<file path="config.mk">
export PLATFORM = sky130hd
export DESIGN_NAME = fp_mul_pipe_flat
export DESIGN_NICKNAME = d
export VERILOG_FILES = /design/src/rtl/fp_pkg.sv /design/src/rtl/fp_mul_pipe_if.sv /design/src/rtl/fp_unpack.sv /design/src/rtl/fp_mul_pipe.sv /design/src/flat_wrapper.sv
export SDC_FILE = /design/constraint.sdc
export NUM_CORES = 2
export LEC_CHECK = 0
export ABC_AREA = 1
export CAP_MARGIN = 30
export CORE_UTILIZATION = 65
export CTS_BUF_LIST = sky130_fd_sc_hd__clkbuf_8
export CTS_CLUSTER_DIAMETER = 50
export DETAILED_ROUTE_END_ITERATION = 12
export PLACE_DENSITY = 0.89
export SYNTH_ARGS = -nofsm -noshare
export SYNTH_HDL_FRONTEND = slang
export SYNTH_SLANG_ARGS = --single-unit
</file>
<file path="constraint.sdc">
create_clock -name iCLK -period 11.2 [get_ports iCLK]
set_clock_uncertainty 0.05 [all_clocks]
set_input_delay 2.24 -clock iCLK [delete_from_list [all_inputs] [get_ports iCLK]]
set_output_delay 2.24 -clock iCLK [all_outputs]
set_load 0.005 [all_outputs]
</file>
<file path="src/rtl/fp_pkg.sv">
// Shared definitions for the pipelined IEEE-754 multiplier: round modes, flag indices,
// operand classes and format helpers.
package fp_pkg;

  localparam logic RM_RNE = 1'b0;
  localparam logic RM_RTZ = 1'b1;

  localparam int FLG_NV = 4;
  localparam int FLG_DZ = 3;
  localparam int FLG_OF = 2;
  localparam int FLG_UF = 1;
  localparam int FLG_NX = 0;

  typedef enum logic [1:0] {
    CLS_ZERO = 2'd0,
    CLS_NORM = 2'd1,
    CLS_INF  = 2'd2,
    CLS_NAN  = 2'd3
  } fp_class_e;

  function automatic int fp_bias(input int exp_w);
    return (1 << (exp_w - 1)) - 1;
  endfunction

  // Canonical quiet NaN, right-aligned in 64 bits; callers truncate to their width.
  function automatic logic [63:0] fp_qnan(input int exp_w, input int frac_w);
    logic [63:0] e_ones;
    e_ones = (64'd1 << exp_w) - 64'd1;
    return (e_ones << frac_w) | (64'd1 << (frac_w - 1));
  endfunction

endpackage

</file>
<file path="src/rtl/fp_mul_pipe_if.sv">
// Operand/result handshake bundle of the pipelined multiplier.
interface fp_mul_pipe_if #(
  parameter int EXP_W  = 8,
  parameter int FRAC_W = 23,
  parameter int TAG_W  = 5
);
  localparam int W = 1 + EXP_W + FRAC_W;

  logic             iValid;
  logic             oReady;
  logic [W-1:0]     iA;
  logic [W-1:0]     iB;
  logic             iRm;
  logic [TAG_W-1:0] iTag;
  logic             oValid;
  logic             iReady;
  logic [W-1:0]     oProd;
  logic [4:0]       oFlags;
  logic [TAG_W-1:0] oTag;

  modport master (
    output iValid, iA, iB, iRm, iTag, iReady,
    input  oReady, oValid, oProd, oFlags, oTag
  );

  modport slave (
    input  iValid, iA, iB, iRm, iTag, iReady,
    output oReady, oValid, oProd, oFlags, oTag
  );

endinterface

</file>
<file path="src/rtl/fp_unpack.sv">
// Splits an IEEE-754 operand into sign, exponent and significand and classifies it.
module fp_unpack
  import fp_pkg::*;
#(
  parameter int EXP_W  = 8,
  parameter int FRAC_W = 23
) (
  input  logic [EXP_W+FRAC_W:0] op_i,
  output logic                  sign_o,
  output logic [EXP_W-1:0]      exp_o,
  output logic [FRAC_W:0]       mant_o,
  output fp_class_e             cls_o,
  output logic                  snan_o
);
  logic [FRAC_W-1:0] frac;
  logic              exp_zero;
  logic              exp_ones;

  assign sign_o   = op_i[EXP_W+FRAC_W];
  assign exp_o    = op_i[FRAC_W +: EXP_W];
  assign frac     = op_i[FRAC_W-1:0];
  assign exp_zero = (exp_o == '0);
  assign exp_ones = &exp_o;
  assign mant_o   = {!exp_zero, frac};

  // Denormals fall into CLS_ZERO: they are flushed, never multiplied.
  always_comb begin
    cls_o = CLS_NORM;
    if (exp_zero)      cls_o = CLS_ZERO;
    else if (exp_ones) cls_o = (frac == '0) ? CLS_INF : CLS_NAN;
  end

  assign snan_o = exp_ones && (frac != '0) && !frac[FRAC_W-1];

endmodule

</file>
<file path="src/rtl/fp_mul_pipe.sv">
// Three-stage pipelined IEEE-754 multiplier with valid/ready handshake, RNE/RTZ rounding,
// special-value handling and RISC-V style exception flags.
module fp_mul_pipe
  import fp_pkg::*;
#(
  parameter int EXP_W  = 8,
  parameter int FRAC_W = 23,
  parameter int TAG_W  = 5
) (
  input  logic         iCLK,
  input  logic         iRST,
  fp_mul_pipe_if.slave bus
);
  localparam int W  = 1 + EXP_W + FRAC_W;
  localparam int MW = FRAC_W + 1;
  localparam int PW = 2 * MW;
  localparam int XW = EXP_W + 2;

  localparam logic signed [XW-1:0] BIAS_S  = XW'(fp_bias(EXP_W));
  localparam logic signed [XW-1:0] EXP_MAX = XW'((1 << EXP_W) - 1);
  localparam logic signed [XW-1:0] EXP_ONE = XW'(1);
  localparam logic [W-1:0]         QNAN    = W'(fp_qnan(EXP_W, FRAC_W));

  function automatic logic rne_inc(input logic rm, input logic lsb, input logic g,
                                   input logic s);
    return (rm == RM_RNE) && g && (s || lsb);
  endfunction

  function automatic logic [W-1:0] ovf_result(input logic sign, input logic rm);
    return (rm == RM_RTZ) ? {sign, {(EXP_W-1){1'b1}}, 1'b0, {FRAC_W{1'b1}}}
                          : {sign, {EXP_W{1'b1}}, {FRAC_W{1'b0}}};
  endfunction

  logic en;
  logic vld_p0_q, vld_p1_q, vld_p2_q;

  assign en         = !vld_p2_q || bus.iReady;
  assign bus.oReady = en;

  // S1: unpack, classify, sign and exponent sum
  logic            sign_a, sign_b;
  logic [EXP_W-1:0] exp_a, exp_b;
  logic [FRAC_W:0] mant_a, mant_b;
  fp_class_e       cls_a, cls_b;
  logic            snan_a, snan_b;

  fp_unpack #(.EXP_W(EXP_W), .FRAC_W(FRAC_W)) u_unpack_a (
    .op_i(bus.iA), .sign_o(sign_a), .exp_o(exp_a), .mant_o(mant_a),
    .cls_o(cls_a), .snan_o(snan_a)
  );

  fp_unpack #(.EXP_W(EXP_W), .FRAC_W(FRAC_W)) u_unpack_b (
    .op_i(bus.iB), .sign_o(sign_b), .exp_o(exp_b), .mant_o(mant_b),
    .cls_o(cls_b), .snan_o(snan_b)
  );

  logic                 sign_p0_d;
  logic signed [XW-1:0] exp_p0_d;
  logic                 special_p0_d;
  logic                 spec_nv_p0_d;
  logic [W-1:0]         spec_val_p0_d;

  always_comb begin
    sign_p0_d     = sign_a ^ sign_b;
    exp_p0_d      = $signed({2'b00, exp_a}) + $signed({2'b00, exp_b}) - BIAS_S;
    special_p0_d  = 1'b1;
    spec_nv_p0_d  = 1'b0;
    spec_val_p0_d = {sign_p0_d, {(W-1){1'b0}}};
    if (cls_a == CLS_NAN || cls_b == CLS_NAN) begin
      spec_val_p0_d = QNAN;
      spec_nv_p0_d  = snan_a | snan_b;
    end else if ((cls_a == CLS_INF && cls_b == CLS_ZERO) ||
                 (cls_a == CLS_ZERO && cls_b == CLS_INF)) begin
      spec_val_p0_d = QNAN;
      spec_nv_p0_d  = 1'b1;
    end else if (cls_a == CLS_INF || cls_b == CLS_INF) begin
      spec_val_p0_d = {sign_p0_d, {EXP_W{1'b1}}, {FRAC_W{1'b0}}};
    end else if (cls_a != CLS_ZERO && cls_b != CLS_ZERO) begin
      special_p0_d = 1'b0;
    end
  end

  logic                 sign_p0_q, special_p0_q, spec_nv_p0_q, rm_p0_q;
  logic signed [XW-1:0] exp_p0_q;
  logic [MW-1:0]        mant_a_p0_q, mant_b_p0_q;
  logic [W-1:0]         spec_val_p0_q;
  logic [TAG_W-1:0]     tag_p0_q;

  // S2: significand product
  logic                 sign_p1_q, special_p1_q, spec_nv_p1_q, rm_p1_q;
  logic signed [XW-1:0] exp_p1_q;
  logic [PW-1:0]        prod_p1_q;
  logic [W-1:0]         spec_val_p1_q;
  logic [TAG_W-1:0]     tag_p1_q;

  always_ff @(posedge iCLK) begin
    if (en) begin
      sign_p0_q     <= sign_p0_d;
      exp_p0_q      <= exp_p0_d;
      mant_a_p0_q   <= mant_a;
      mant_b_p0_q   <= mant_b;
      special_p0_q  <= special_p0_d;
      spec_nv_p0_q  <= spec_nv_p0_d;
      spec_val_p0_q <= spec_val_p0_d;
      rm_p0_q       <= bus.iRm;
      tag_p0_q      <= bus.iTag;

      sign_p1_q     <= sign_p0_q;
      exp_p1_q      <= exp_p0_q;
      prod_p1_q     <= PW'(mant_a_p0_q) * PW'(mant_b_p0_q);
      special_p1_q  <= special_p0_q;
      spec_nv_p1_q  <= spec_nv_p0_q;
      spec_val_p1_q <= spec_val_p0_q;
      rm_p1_q       <= rm_p0_q;
      tag_p1_q      <= tag_p0_q;
    end
  end

  // S3: normalise, round, range check, pack
  logic                 norm, g, s;
  logic [FRAC_W-1:0]    frac_n;
  logic [FRAC_W:0]      frac_r;
  logic signed [XW-1:0] exp_n, exp_r;
  logic [W-1:0]         prod_p2_d;
  logic [4:0]           flags_p2_d;

  always_comb begin
    norm   = prod_p1_q[PW-1];
    frac_n = norm ? prod_p1_q[PW-2 -: FRAC_W] : prod_p1_q[PW-3 -: FRAC_W];
    g      = norm ? prod_p1_q[FRAC_W] : prod_p1_q[FRAC_W-1];
    s      = norm ? (|prod_p1_q[FRAC_W-1:0]) : (|prod_p1_q[FRAC_W-2:0]);
    exp_n  = exp_p1_q + $signed({{(XW-1){1'b0}}, norm});
    frac_r = {1'b0, frac_n} + (FRAC_W+1)'(rne_inc(rm_p1_q, frac_n[0], g, s));
    exp_r  = exp_n + $signed({{(XW-1){1'b0}}, frac_r[FRAC_W]});

    flags_p2_d         = '0;
    flags_p2_d[FLG_DZ] = 1'b0;
    prod_p2_d          = {sign_p1_q, exp_r[EXP_W-1:0], frac_r[FRAC_W-1:0]};
    if (special_p1_q) begin
      prod_p2_d          = spec_val_p1_q;
      flags_p2_d[FLG_NV] = spec_nv_p1_q;
    end else if (exp_r >= EXP_MAX) begin
      prod_p2_d          = ovf_result(sign_p1_q, rm_p1_q);
      flags_p2_d[FLG_OF] = 1'b1;
      flags_p2_d[FLG_NX] = 1'b1;
    end else if (exp_r < EXP_ONE) begin
      prod_p2_d          = {sign_p1_q, {(W-1){1'b0}}};
      flags_p2_d[FLG_UF] = 1'b1;
      flags_p2_d[FLG_NX] = 1'b1;
    end else begin
      flags_p2_d[FLG_NX] = g | s;
    end
  end

  logic [W-1:0]     prod_p2_q;
  logic [4:0]       flags_p2_q;
  logic [TAG_W-1:0] tag_p2_q;

  always_ff @(posedge iCLK or posedge iRST) begin
    if (iRST) begin
      vld_p0_q   <= 1'b0;
      vld_p1_q   <= 1'b0;
      vld_p2_q   <= 1'b0;
      prod_p2_q  <= '0;
      flags_p2_q <= '0;
      tag_p2_q   <= '0;
    end else if (en) begin
      vld_p0_q   <= bus.iValid;
      vld_p1_q   <= vld_p0_q;
      vld_p2_q   <= vld_p1_q;
      prod_p2_q  <= prod_p2_d;
      flags_p2_q <= flags_p2_d;
      tag_p2_q   <= tag_p1_q;
    end
  end

  assign bus.oValid = vld_p2_q;
  assign bus.oProd  = prod_p2_q;
  assign bus.oFlags = flags_p2_q;
  assign bus.oTag   = tag_p2_q;

endmodule

</file>
<file path="src/flat_wrapper.sv">
// flat-port wrapper written by rule: the top's interface ports become plain ports
module fp_mul_pipe_flat import fp_pkg::*;
#(
  parameter int EXP_W  = 8,
  parameter int FRAC_W = 23,
  parameter int TAG_W  = 5
)
  (iCLK, iRST, bus_iValid, bus_iA, bus_iB, bus_iRm, bus_iTag, bus_iReady, bus_oReady, bus_oValid, bus_oProd, bus_oFlags, bus_oTag);
  fp_mul_pipe_if #(.EXP_W(EXP_W), .FRAC_W(FRAC_W), .TAG_W(TAG_W)) bus_i ();
  input  logic iCLK;
  input  logic iRST;
  input wire logic [$bits(bus_i.iValid)-1:0] bus_iValid;
  input wire logic [$bits(bus_i.iA)-1:0] bus_iA;
  input wire logic [$bits(bus_i.iB)-1:0] bus_iB;
  input wire logic [$bits(bus_i.iRm)-1:0] bus_iRm;
  input wire logic [$bits(bus_i.iTag)-1:0] bus_iTag;
  input wire logic [$bits(bus_i.iReady)-1:0] bus_iReady;
  output wire logic [$bits(bus_i.oReady)-1:0] bus_oReady;
  output wire logic [$bits(bus_i.oValid)-1:0] bus_oValid;
  output wire logic [$bits(bus_i.oProd)-1:0] bus_oProd;
  output wire logic [$bits(bus_i.oFlags)-1:0] bus_oFlags;
  output wire logic [$bits(bus_i.oTag)-1:0] bus_oTag;
  assign bus_i.iValid = bus_iValid;
  assign bus_i.iA = bus_iA;
  assign bus_i.iB = bus_iB;
  assign bus_i.iRm = bus_iRm;
  assign bus_i.iTag = bus_iTag;
  assign bus_i.iReady = bus_iReady;
  assign bus_oReady = bus_i.oReady;
  assign bus_oValid = bus_i.oValid;
  assign bus_oProd = bus_i.oProd;
  assign bus_oFlags = bus_i.oFlags;
  assign bus_oTag = bus_i.oTag;
  fp_mul_pipe #(.EXP_W(EXP_W), .FRAC_W(FRAC_W), .TAG_W(TAG_W)) u_core (.iCLK(iCLK), .iRST(iRST), .bus(bus_i));
endmodule
</file>
### Yosys cells after proc, flatten, opt, wreduce, memory -nomap -nowiden

Cells that the tools add are included.

* word-level logic and storage cells: 98
* output and inout port bits: 44
* bits in registers: 242

* equality and inequality tests: 4
* add/sub/neg operators: 5
* reduce and logical (&&, ||, !) cells: 35
* magnitude comparators: 2
* multiplexer cells: 24
* multipliers: 1
* bitwise logic cells: 4

Operators with widths (count)
* $mux 31: 3
* $mul 24x24->48: 1
* $logic_not 23->1: 2
* $reduce_bool 23->1: 2
* $mux 32: 1
* $add 23x1->24: 1
* $mux 24: 1
* $mux 23: 1
* $reduce_or 23->1: 1
* $reduce_or 22->1: 1
* $add 10x2->10: 2
* $logic_not 8->1: 2
* $reduce_and 8->1: 2
* $mux 1: 13
* $ge 10x9->1 const B: 1
* $lt 10x2->1 const B: 1
* $sub 10x8->10 const B: 1
* $add 8x8->9: 1
* $logic_and 1x1->1: 9
* $eq 2x2->1 const B: 4
* $mux 2: 4
* $logic_not 1->1: 5
* $logic_or 1x1->1: 5
* $logic_not 2->1: 2
* other kinds (7): 9

### Logic depth before layout (Yosys ltp)

* depth in word-level cells: 10
* gate-level depth with buffers: 31
* gate-level depth less buffers: 29

### Modules after synthesis

A second synthesis with hierarchy kept.

* cells, all modules: 3555
* area, all modules: 28828.9 um^2

By module, submodules not included
* fp_mul_pipe: sequential area each 5305.1 um^2, instances 1, area an instance 28013.1 um^2, cells each 3409
* fp_unpack: sequential area each 0.0 um^2, instances 2, area an instance 407.9 um^2, cells each 73

### Least setup slack after synthesis

Ideal clock, no wire load.

* kind: input-to-output
* start point: input bus_iReady
* end point: output bus_oReady
* cell stages on the path: 3
* path slack: 2451 ps
* path buffers: 1
* arrival time: 6459 ps
* data required time: 8910 ps
* path through: nor2_1 -> inv_1 -> clkbuf_1

* word-level cells in the longest chain between the ends: 1

RTL lines
* start, declared: line flat_wrapper.sv:17 `input wire logic [$bits(bus_i.iReady)-1:0] bus_iReady;`
* $logic_or 1x1->1: line fp_mul_pipe.sv:37 `assign en = !vld_p2_q || bus.iReady;`
* end, declared: line flat_wrapper.sv:18 `output wire logic [$bits(bus_i.oReady)-1:0] bus_oReady;`

No other way between the ends.

### Final worst setup path

* start point: register u_core.mant_a_p0_q[16]
* end point: register u_core.prod_p1_q[36] (data pin)

* word-level cells in the longest chain between the ends: 1

RTL lines
* start, declared: line fp_mul_pipe.sv:85 `logic [MW-1:0] mant_a_p0_q, mant_b_p0_q;`
* start signal, assigned: line fp_mul_pipe.sv:100 `mant_a_p0_q <= mant_a;`
* $mul 24x24->48: line fp_mul_pipe.sv:110 `prod_p1_q <= PW'(mant_a_p0_q) * PW'(mant_b_p0_q);`
* end signal, assigned: line fp_mul_pipe.sv:110
* end, declared: line fp_mul_pipe.sv:92 `logic [PW-1:0] prod_p1_q;`

No other way between the ends.
A chain may end at the register's enable or synchronous reset.

==> results.json <==
{
  "outcome": "complete, no violations",
  "gr-total-overflow": 0,
  "endpoint_kind": "register",
  "path_clk_slew_ns": 0.16,
  "h-tree-depth": 4,
  "globalplace.congestion": 1.01,
  "numPortBuffers": 116,
  "crit_arrival_ns": 7.58,
  "cts_root_buffer": "clkbuf_8",
  "max_freq_ghz": 0.136,
  "period_minus_slack_ns": 7.34,
  "drv_slew": 0,
  "regArea_um2": 5310,
  "drv_cap": 0,
  "setup_tns_ns": 0,
  "num_vias": 23250,
  "vias_per_cell": 5.55,
  "rr_startpoint": "u_core.mant_a_p0_q[16]",
  "timing.final.hold_violations": 0,
  "clock_tree.buffer_depth": 2,
  "grt_max_degree": 85,
  "crit_path_max_fanout": 24,
  "first_pass_iters": 6,
  "synth_top_area_cell": "fa_1",
  "cts_resized": 0,
  "tightestPinTransition_ns": 1.17,
  "drc": 0,
  "die_h_um": 211,
  "track_usage": 0.355,
  "hold_class": "reg2reg",
  "fin_crit_sh": 0.655,
  "synth_cell_types": 42,
  "dp_hpwl_um": 58400,
  "fill_cells": 3052,
  "pin_count": 118,
  "synth_seq_area_share": 0.187,
  "cts_setup_buffers": 0,
  "yosysWarnings": 0,
  "nets": 4334,
  "die_w_um": 211,
  "synth_top_area_share": 0.342,
  "syn_area_um2": 28300,
  "grt_pass1_wl_um": 121000,
  "hold_start": "u_core.exp_p0_q[1]",
  "grt_pass1_vias": 24357,
  "clock_sinks": 184,
  "setup-violations-final": 0,
  "yosys-top-cells-area": "fa_1 34%, edfxtp_1 15%, inv_1 13%",
  "syn_nets": 4270,
  "cts_hold_buf": 0,
  "cp-startpoint": "u_core.mant_a_p0_q[16]",
  "start_util": 0.658,
  "synth_cells": 3526,
  "worst_setup_path_start_kind": "register",
  "drive_gt1_frac": 0.0275,
  "cts_tree": "done",
  "syn_avg_cell_area_um2": 8.04,
  "coreArea_um2": 43100,
  "crit_type": "reg2reg",
  "area_delta_synth_final_pct": 8.65,
  "ant_nets": 0,
  "antenna_found_initial": 0,
  "rsz0062_at_grt": "false",
  "numCtsBuffers": 17,
  "rows": 76,
  "drt-initial-drc-count": 2402,
  "multiInputGateArea_um2": 18800,
  "wl_um": 75500,
  "clkLatencyLatePin_ns": 0.56,
  "ys_ff_latch": 184,
  "wl_per_cell_um": 18.0,
  "required_ns": 11.44,
  "die_area_um2": 44400,
  "maxSlewHeadroom": 0.217
}
-- Yosys cell counts (all sizes together) --
library cell / n
edfxtp: 140
nand3: 67
o21bai: 11
nand4: 19
buf: 12
and3: 1
xor2: 50
clkbuf: 103
ha: 186
o21a: 3
a21boi: 5
xnor2: 13
conb: 1
nand2: 991
a21o: 7
nor2: 152
nor4: 21
nor3: 15
a31oi: 6
o2111ai: 1
fa: 484
o211ai: 1
a22o: 1
or2: 4
nand3b: 3
o21ai: 94
o22ai: 1
inv: 1017
a21oi: 65
and2: 8
dfrtp: 44
-- stage by stage --
step	area, um^2	std cells	hold slack, ns	setup WS, ns	utilization
after floorplan	28300	3526	0.350	2.45	-
after global placement	30000	4138	0.352	4.18	0.696
after detailed placement	30300	4150	0.355	4.04	0.702
after CTS	30600	4182	0.378	3.97	0.711
after global routing	30800	4188	0.384	3.74	0.715
final	30800	4190	0.378	3.86	0.715
-- cell type report --
type | count | share of cell area
tap | 585 | 0.0238
timing repair buffer | 160 | 0.0578
antenna | 2 | 0.000163
multi-input combinational | 2210 | 0.609
clock buffer | 17 | 0.00760
sequential | 184 | 0.172
inverter | 1017 | 0.124
clock inverter | 15 | 0.00504
-- placed cells by master, fill, tap and decap left out, types with 4 or more instances in the layout --
cell	instances
fa_1	484
a21o_1	7
buf_8	4
edfxtp_1	140
xor2_1	50
xnor2_1	13
o21ai_0	76
o21ai_2	4
inv_1	1013
clkdlybuf4s50_1	116
nand2_1	989
nor2_2	7
a21oi_1	65
and2_1	5
a21boi_0	5
inv_6	5
nor3_1	15
o21ai_1	14
buf_4	26
nand3_1	67
a31oi_1	6
clkbuf_8	17
or2_2	4
nand4_1	19
nor2_1	142
dfrtp_1	44
buf_16	13
o21bai_1	11
ha_1	186
nor4_1	20
-- critical path: stages, from the launching register on --
cell and delay [ns]:
edfxtp_1 1.16, nand2_1 0.21, fa_1 0.61, inv_1 0.06
fa_1 0.49, inv_1 0.07, fa_1 0.49, fa_1 0.51
inv_1 0.05, fa_1 0.50, fa_1 0.49, inv_1 0.05
fa_1 0.51, inv_1 0.06, ha_1 0.37, a21oi_1 0.26
a21boi_0 0.31, o21ai_0 0.20, o21bai_1 0.27, nand3_1 0.12
nand2_1 0.07, xor2_1 0.14
-- kinds of logic (layout without fill, tap and decap cells) --
logic type	after synthesis	in the layout	share of synthesized area
other	1	3	0.000132
buffers and inverters	1132	1209	0.151
adders and majority gates	670	670	0.424
DFF	184	184	0.187
AOI/OAI and AO/OA	195	195	0.0379
and+or+nand+nor	1281	1281	0.180
xor gates and xnor gates	63	63	0.0195
-- metal layers --
layer | wire length (um) | global-route usage | up-vias | part of all wire
met5 | 0 | 0 | - | 0
li1 | - | - | 10327 | -
met1 | 26800 | 0.435 | 11135 | 0.35
met2 | 35600 | 0.583 | 1433 | 0.47
met3 | 8710 | 0.0886 | 355 | 0.12
met4 | 4410 | 0.191 | 0 | 0.058
-- worst paths after layout --
kind                            slack, ns                   end  depth (start not counted)
worst max-delay path                 3.86  u_core.prod_p1_q[36]                         21
worst min-delay path                 0.38    u_core.exp_p1_q[1]                          0
worst max register to register       3.86  u_core.prod_p1_q[36]                         21
worst min register to register       0.38    u_core.exp_p1_q[1]                          0
max in group asynchronous            8.64    u_core.bus.oTag[3]                          3
min in group asynchronous            2.08    u_core.bus.oTag[2]                          3
-- registers in the layout, summed over array words and instances, names as in the netlist --
| register | count |
|---|---|
| u_core.rm_p0_q | 1 |
| u_core.sign_p0_q | 1 |
| u_core.exp_p1_q | 10 |
| u_core.tag_p1_q | 5 |
| u_core.bus.oProd | 32 |
| u_core.special_p1_q | 1 |
| u_core.spec_nv_p1_q | 1 |
| u_core.spec_val_p1_q | 3 |
| u_core.bus.oFlags | 4 |
| u_core.special_p0_q | 1 |
| u_core.bus.oTag | 5 |
| u_core.mant_a_p0_q | 24 |
| u_core.vld_p0_q | 1 |
| u_core.bus.oValid | 1 |
| u_core.exp_p0_q | 10 |
| u_core.spec_nv_p0_q | 1 |
| u_core.prod_p1_q | 48 |
| u_core.tag_p0_q | 5 |
| u_core.spec_val_p0_q | 3 |
| u_core.rm_p1_q | 1 |
| u_core.sign_p1_q | 1 |
| u_core.mant_b_p0_q | 24 |
| u_core.vld_p1_q | 1 |
Power is left out: the tool's default activity adds up to more than one toggle a clock period on the data nets, which glitch-free logic cannot reach.
